`config.mk`:
```
export PLATFORM = sky130hd
export DESIGN_NAME = cond_eval_pipe
export DESIGN_NICKNAME = d
export VERILOG_FILES = /design/src/rtl/cond_pkg.sv /design/src/rtl/cond_cmp.sv /design/src/rtl/cond_eval_pipe.sv
export SDC_FILE = /design/constraint.sdc
export NUM_CORES = 1
export LEC_CHECK = 0
export BUFFER_PORTS_ARGS = -buffer_cell sky130_fd_sc_hd__buf_2
export CORE_MARGIN = 1
export CORE_UTILIZATION = 54
export CTS_CLUSTER_DIAMETER = 30
export DETAILED_ROUTE_END_ITERATION = 16
export PLACE_DENSITY = 0.8
export SETUP_SLACK_MARGIN = 0.2
export SLEW_MARGIN = 20
export SYNTH_ARGS = -nofsm -noshare
export SYNTH_HDL_FRONTEND = slang
export SYNTH_SLANG_ARGS = --single-unit
```
`constraint.sdc`:
```
create_clock -name clk -period 2.65 [get_ports clk]
set_input_delay 0.1325 -clock clk [delete_from_list [all_inputs] [get_ports clk]]
set_output_delay 0.1325 -clock clk [all_outputs]
set_load 0.02 [all_outputs]
```
`src/rtl/cond_pkg.sv`:
```
`default_nettype none
// ============================================================================
// Module   : cond_pkg
// Purpose  : Shared definitions for the branch-condition evaluator:
//            in_cond field positions, selector codes, the S1->S2 compare
//            payload and the resolve function used by the second stage.
// Revision : 1.0 - initial release
// ============================================================================
package cond_pkg;

    // Bit positions inside the 4-bit condition code
    localparam int NEG    = 3;  // invert the selected relation
    localparam int ZERO   = 2;  // compare A against zero instead of B
    localparam int SEL_HI = 1;
    localparam int SEL_LO = 0;

    // Relation selector, in_cond[SEL_HI:SEL_LO]
    localparam logic [1:0] COND_F   = 2'b00;
    localparam logic [1:0] COND_EQ  = 2'b01;
    localparam logic [1:0] COND_LT  = 2'b10;
    localparam logic [1:0] COND_LTE = 2'b11;

    // Compare result carried from S1 to S2. The ZERO bit has already been
    // consumed when selecting b_eff, so only NEG and the selector travel on.
    typedef struct packed {
        logic       eq;
        logic       lt;
        logic       neg;
        logic [1:0] sel;
        logic       pred;
    } cmp_core_t;

    function automatic logic cond_taken(input logic neg, input logic [1:0] sel,
                                        input logic eq, input logic lt);
        logic c;
        case (sel)
            COND_F:  c = 1'b0;
            COND_EQ: c = eq;
            COND_LT: c = lt;
            default: c = eq | lt;
        endcase
        return neg ^ c;
    endfunction

endpackage
`default_nettype wire

```
`src/rtl/cond_cmp.sv`:
```
`default_nettype none
// ============================================================================
// Module   : cond_cmp
// Purpose  : Combinational signed compare of a against b.
// Ports    : a, b [DBITS]  operands (two's complement)
//            eq            a == b
//            lt            a <  b (signed, exact under overflow)
// Revision : 1.0 - initial release
// ============================================================================
module cond_cmp #(
    parameter int DBITS = 32
) (
    input  logic [DBITS-1:0] a,
    input  logic [DBITS-1:0] b,
    output logic             eq,
    output logic             lt
);

    // One extra bit keeps the signed difference exact, so its sign bit is
    // the true less-than even when a DBITS-wide subtract would overflow.
    logic [DBITS:0] w_diff;

    assign w_diff = {a[DBITS-1], a} - {b[DBITS-1], b};
    assign lt     = w_diff[DBITS];
    // Low DBITS bits are zero exactly when a == b (difference modulo 2^DBITS)
    assign eq     = (w_diff[DBITS-1:0] == '0);

endmodule
`default_nettype wire

```
`src/rtl/cond_eval_pipe.sv`:
```
`default_nettype none
// ============================================================================
// Module   : cond_eval_pipe
// Purpose  : Two-stage pipelined branch-condition evaluator. S1 registers the
//            signed compare of in_a against in_b (or zero); S2 resolves
//            taken / mispredict and drives all outputs from registers.
// Ports    : clk, reset_n (async, active-low), flush
//            in_valid/in_ready, in_cond[4], in_a/in_b[DBITS], in_pred,
//            in_tag[TAG_BITS]
//            out_valid/out_ready, out_taken, out_mispred, out_tag[TAG_BITS]
//            COND_STATS_EN adds: stat_clear, stat_branches[CNT_BITS],
//            stat_mispreds[CNT_BITS] and the CNT_BITS parameter.
// Revision : 1.0 - initial release
// ============================================================================
module cond_eval_pipe
    import cond_pkg::*;
#(
    parameter int DBITS    = 32,
    parameter int TAG_BITS = 4
`ifdef COND_STATS_EN
    ,
    parameter int CNT_BITS = 16
`endif
) (
    input  logic                clk,
    input  logic                reset_n,
    input  logic                flush,
    input  logic                in_valid,
    output logic                in_ready,
    input  logic [3:0]          in_cond,
    input  logic [DBITS-1:0]    in_a,
    input  logic [DBITS-1:0]    in_b,
    input  logic                in_pred,
    input  logic [TAG_BITS-1:0] in_tag,
    output logic                out_valid,
    input  logic                out_ready,
    output logic                out_taken,
    output logic                out_mispred,
    output logic [TAG_BITS-1:0] out_tag
`ifdef COND_STATS_EN
    ,
    input  logic                stat_clear,
    output logic [CNT_BITS-1:0] stat_branches,
    output logic [CNT_BITS-1:0] stat_mispreds
`endif
);

    typedef struct packed {
        cmp_core_t           core;
        logic [TAG_BITS-1:0] tag;
    } s1_entry_t;

    logic                r_live;        // low in reset so in_ready stays 0
    logic                r_s1_valid;
    s1_entry_t           r_s1;
    logic                r_s2_valid;
    logic                r_s2_taken;
    logic                r_s2_mispred;
    logic [TAG_BITS-1:0] r_s2_tag;

    logic [DBITS-1:0]    w_b_eff;
    logic                w_eq;
    logic                w_lt;
    logic                w_s2_adv;
    logic                w_s1_adv;
    logic                w_accept;
    logic                w_taken;
    s1_entry_t           w_s1_next;

    // ---------------- S1: compare ----------------
    assign w_b_eff = in_cond[ZERO] ? '0 : in_b;

    cond_cmp #(.DBITS(DBITS)) u_cmp (
        .a  (in_a),
        .b  (w_b_eff),
        .eq (w_eq),
        .lt (w_lt)
    );

    always_comb begin
        w_s1_next           = '0;
        w_s1_next.core.eq   = w_eq;
        w_s1_next.core.lt   = w_lt;
        w_s1_next.core.neg  = in_cond[NEG];
        w_s1_next.core.sel  = in_cond[SEL_HI:SEL_LO];
        w_s1_next.core.pred = in_pred;
        w_s1_next.tag       = in_tag;
    end

    // ---------------- handshake ----------------
    assign w_s2_adv = !r_s2_valid || out_ready;
    assign w_s1_adv = !r_s1_valid || w_s2_adv;
    assign in_ready = r_live && w_s1_adv;
    // Flush kills a concurrent request even when in_ready is high
    assign w_accept = in_valid && in_ready && !flush;

    // ---------------- S2: resolve ----------------
    assign w_taken = cond_taken(r_s1.core.neg, r_s1.core.sel, r_s1.core.eq, r_s1.core.lt);

    always_ff @(posedge clk or negedge reset_n) begin
        if (!reset_n) begin
            r_live       <= 1'b0;
            r_s1_valid   <= 1'b0;
            r_s1         <= '0;
            r_s2_valid   <= 1'b0;
            r_s2_taken   <= 1'b0;
            r_s2_mispred <= 1'b0;
            r_s2_tag     <= '0;
        end else begin
            r_live <= 1'b1;
            if (flush) begin
                r_s1_valid <= 1'b0;
                r_s2_valid <= 1'b0;
            end else begin
                if (w_s2_adv) r_s2_valid <= r_s1_valid;
                if (w_s1_adv) r_s1_valid <= w_accept;
            end
            // S2 data only changes when a real entry moves in, so the
            // outputs hold steady under backpressure.
            if (!flush && w_s2_adv && r_s1_valid) begin
                r_s2_taken   <= w_taken;
                r_s2_mispred <= w_taken ^ r_s1.core.pred;
                r_s2_tag     <= r_s1.tag;
            end
            if (w_accept) r_s1 <= w_s1_next;
        end
    end

    assign out_valid   = r_s2_valid;
    assign out_taken   = r_s2_taken;
    assign out_mispred = r_s2_mispred;
    assign out_tag     = r_s2_tag;

`ifdef COND_STATS_EN
    // ---------------- statistics ----------------
    logic [CNT_BITS-1:0] r_branches;
    logic [CNT_BITS-1:0] r_mispreds;
    logic                w_xfer;

    assign w_xfer = r_s2_valid && out_ready;

    always_ff @(posedge clk or negedge reset_n) begin
        if (!reset_n) begin
            r_branches <= '0;
            r_mispreds <= '0;
        end else if (stat_clear) begin
            r_branches <= '0;
            r_mispreds <= '0;
        end else begin
            if (w_xfer && (r_branches != '1))
                r_branches <= r_branches + CNT_BITS'(1);
            if (w_xfer && r_s2_mispred && (r_mispreds != '1))
                r_mispreds <= r_mispreds + CNT_BITS'(1);
        end
    end

    assign stat_branches = r_branches;
    assign stat_mispreds = r_mispreds;
`endif

endmodule
`default_nettype wire

```
==> key figures <==
Status
  – Status: finished, violations left
  – Failing checks: setup timing

Finish
  – Final #Nets: 705
  – Final Instance Area: approximately 5000 µm²
  – Most frequent cells in the layout: buf_4 (110), buf_2 (84), nor2_1 (37), nand2_1 (35), nand2b_1 (23)
  – Post-layout util: between 90% and 100%
  – Area grow syn2layout: 61.3%
  – Layout cells sized above 1: about 50%
  – N_diodes: 0
  – Commonest non-fill, non-tap cell in the layout: buf_4
  – Filler cell count: approximately 270

Pwr
  – Clock share of power: 12.0%
  – PD cells: 368 nW/µm²
  – Sw Share: between 40% and 50%
  – P_sw: 0.778 mW
  – Total power: approximately 1.8 mW
  – Leak: 2.26 nW
  – Peak VDD IR: roughly 0.36 mV
  – Combinational share of power: 66.5%
  – Internal: 1.05 mW
  – Seq pwr share: 21.5%

Run
  – Max-cap viol count: 0

Logic synthesis
  – Synth Instances: 401
  – Seq/Total Area, Yosys: 15.5%
  – Number of synthesized flops with an enable pin: 0
  – Syn Nets: 515
  – Synth cell types: 65
  – Synthesized cell area: just over 3000 µm²
  – YS warnings: 0
  – Synthesized flop and latch total: 19
  – Synth Flop Type: dfrtp_1
  – Syn avg cell area: 7.66 µm²
  – Ys async rst share: 100%

Route
  – # DRC: 0
  – DRT iter0 DRCs: 341
  – DRT Pass-1 Iters: 6
  – Routed wire per std cell: 19.2 µm
  – Final WL: 12700 µm
  – Vias/cell: about 6.3
  – Routed Antenna Nets: 0
  – Via Count: roughly 4200

Critical path
  – Critical path endpoint category: flip-flop
  – CP dominant cell by count: buf_4
  – WP data arrival: 3.18 ns
  – CP max stage delay: roughly 0.59 ns
  – Data required time of the critical path: approximately 2.9 ns
  – Buf/Inv on CP: 5
  – CP startpoint kind: input pin
  – Slowest cell on crit path: a2111oi_1
  – Crit path max fanout: 8
  – WS Path Type: in2reg
  – Worst path top cell family by delay: compound AO/OA/AOI/OAI gates
  – Crit path cell chain: buf_12, nand2b_4, buf_4, ha_4, buf_4, a21oi_4, a211oi_2, buf_4, o21ai_4, a31oi_4, buf_4, nor4_2, o41ai_1, a2111oi_1, nand4_1, nand2_1

Placement
  – Placed Area: 4540 µm²
  – Routability cong.: 1.01
  – Port buffer count: 85
  – DP HPWL: ~8600 µm

Die
  – Die X: roughly 77 µm
  – Die height: 77.4 µm
  – FP Rows: 27
  – Number of top-level pins: 86
  – Core Box Area: 5510 µm²
  – Initial core utilization: 55.8%
  – Die footprint: ~6000 µm²

Timing
  – Slew Limit Fails: 0
  – F_max: 336 MHz
  – Final Skew: approximately 0.0026 ns
  – Post-layout min period: 2.97 ns
  – Smallest hold slack: between 0.05 and 0.06 ns
  – RSZ-0062 raised after global routing: yes
  – Worst Tran Pin Value: 0.745 ns
  – Fin crit share: 112%
  – Final WS setup: -0.324 ns
  – Final Hold Fails: 0
  – Slew HR: roughly half
  – Final setup violation count: 1

Clock tree
  – Clock sink total: 19
  – Worst-Skew Late Latency: 0.27 ns
  – Num CTS Buffers: 3
  – Root buffer cell: clkbuf_8
  – CTS tree: yes
  – Clk slew on worst S/H paths: 0.08 ns
  – Clk buf depth: 2
  – H-tree levels: 1

Global routing
  – Vias in the first global route: 3793
  – Largest net degree at the start of global routing: 20
  – Grt ovf: 0
  – GRT Total Usage: 34.5%
  – Antenna violations before repair: 0
  – First-pass GRT wire length: ~17000 µm

Worst hold path
  – HP Class: in2reg
per-stage QoR:
| step | instances | setup TNS [ns] | setup slack (ns) |
|---|---|---|---|
| 3_3_place_gp | 648 | -0.709 | -0.518 |
| 5_1_grt | 662 | -0.423 | -0.423 |
| 4_1_cts | 653 | -0.0494 | -0.0494 |
| 2_1_floorplan | 401 | 0 | 0.0303 |
| 3_5_place_dp | 648 | -0.698 | -0.485 |
| 6_report | 662 | -0.324 | -0.324 |
what timing repair did:
item | CTS | global route
pin swaps | 1 | 20
setup endpoints to repair | 2 | 2
hold buffers | 1 | 0
gates cloned | 0 | 1
gates resized for setup | 8 | 44
buffers inserted | 0 | 8
hold endpoints to repair | 19 | 0
kinds of logic (layout without fill, tap and decap cells):
| family | after synthesis | count (layout) | synth area share, % |
|---|---|---|---|
| muxes | 19 | 19 | 6.80 |
| AOI/OAI and AO/OA | 116 | 116 | 27.1 |
| other | 1 | 1 | 0.122 |
| and+or+nand+nor | 167 | 167 | 28.4 |
| DFF | 19 | 19 | 15.5 |
| xor gates and xnor gates | 11 | 11 | 3.14 |
| adders and majority gates | 36 | 36 | 14.9 |
| buffers and inverters | 32 | 221 | 4.03 |
worst register-to-register path, stage by stage, from the launching register on:
cell	delay [ns]
dfrtp_1	0.41
nand3b_1	0.14
nand4b_1	0.21
nor2_1	0.17
nor4b_1	0.29
o311ai_1	0.17
or4_4	0.57
nor4_4	0.28
nand4_1	0.14
nand2_1	0.10
layer usage:
| metal | vias to the layer above | track usage, % | share of wire [%] |
|---|---|---|---|
| li1 | 1873 | - | - |
| met1 | 1962 | 40.2 | 36 |
| met2 | 284 | 65.1 | 51 |
| met3 | 75 | 3.41 | 8.6 |
| met4 | 0 | 11.5 | 5.2 |
| met5 | - | 0 | 0 |
cell type report:
class / instances / area, µm² / area share, %
sequential: 19 / 475 / 9.59
timing repair buffer: 199 / 1330 / 26.8
clock buffer: 3 / 41.3 / 0.833
clock inverter: 1 / 7.51 / 0.151
tap: 72 / 90.1 / 1.82
multi-input combinational: 350 / 2950 / 59.5
inverter: 18 / 67.6 / 1.36
Yosys cell counts (2+ instances only):
cell type	count	area [µm²]
nor2_1	37	139
nand2_1	36	135
ha_1	35	438
nand2b_1	33	206
a21oi_1	25	125
dfrtp_1	19	475
inv_1	17	63.8
mux2_2	15	169
o21ai_0	15	75.1
nor3_1	14	70.1
clkbuf_1	11	41.3
o21a_1	10	75.1
nand4_1	9	56.3
o21ai_1	7	35.0
xnor2_1	6	52.6
a211oi_1	5	37.5
a31oi_1	5	31.3
nor3b_1	5	37.5
xor2_1	5	43.8
a2111oi_0	4	35.0
a21o_1	4	30.0
mux2i_1	4	40.0
nand3_1	4	20.0
nand3b_1	4	30.0
nor2b_1	4	25.0
o21bai_1	4	30.0
o22ai_1	4	25.0
or4_1	4	30.0
a22oi_1	3	22.5
and2_1	3	18.8
buf_2	3	15.0
o211ai_1	3	22.5
or3_1	3	18.8
a2111oi_4	2	55.1
a21oi_2	2	17.5
a41o_1	2	20.0
nor4_1	2	12.5
nor4b_1	2	17.5
o2111ai_1	2	17.5
o31a_1	2	17.5
o31ai_1	2	15.0
or2_2	2	12.5
state kept, by name, indices dropped and copies added (netlist names):
signal / flops
r_s1: 10
out_tag: 4
out_mispred: 1
out_taken: 1
out_valid: 1
r_live: 1
r_s1_valid: 1
final timing paths:
| path | from | end | slack (ns) | cells past startpoint |
|---|---|---|---|---|
| max in group asynchronous | reset_n | r_s1[3]$_DFFE_PN0P_ | 2.01 | 2 |
| hold reg to reg | out_tag[3]$_DFFE_PN0P_ | out_tag[3]$_DFFE_PN0P_ | 0.52 | 1 |
| hold / removal | flush | out_valid$_DFFE_PN0P_ | 0.05 | 2 |
| setup reg to reg | r_s1_valid$_DFFE_PN0P_ | r_s1[9]$_DFFE_PN0P_ | 0.12 | 9 |
| setup / recovery | in_cond[2] | r_s1[9]$_DFFE_PN0P_ | -0.32 | 16 |
| min in group asynchronous | reset_n | out_tag[3]$_DFFE_PN0P_ | 0.34 | 2 |
power groups by stage:
stage	combinational (mW)	clock [mW]	sequential, mW
floorplan	0.590	0	0.428
global placement	1.03	0	0.383
detailed placement	1.06	0	0.393
CTS	1.08	0.213	0.388
global route	1.28	0.223	0.394
finish	1.21	0.219	0.391
Power figures use the tool's default switching activity.
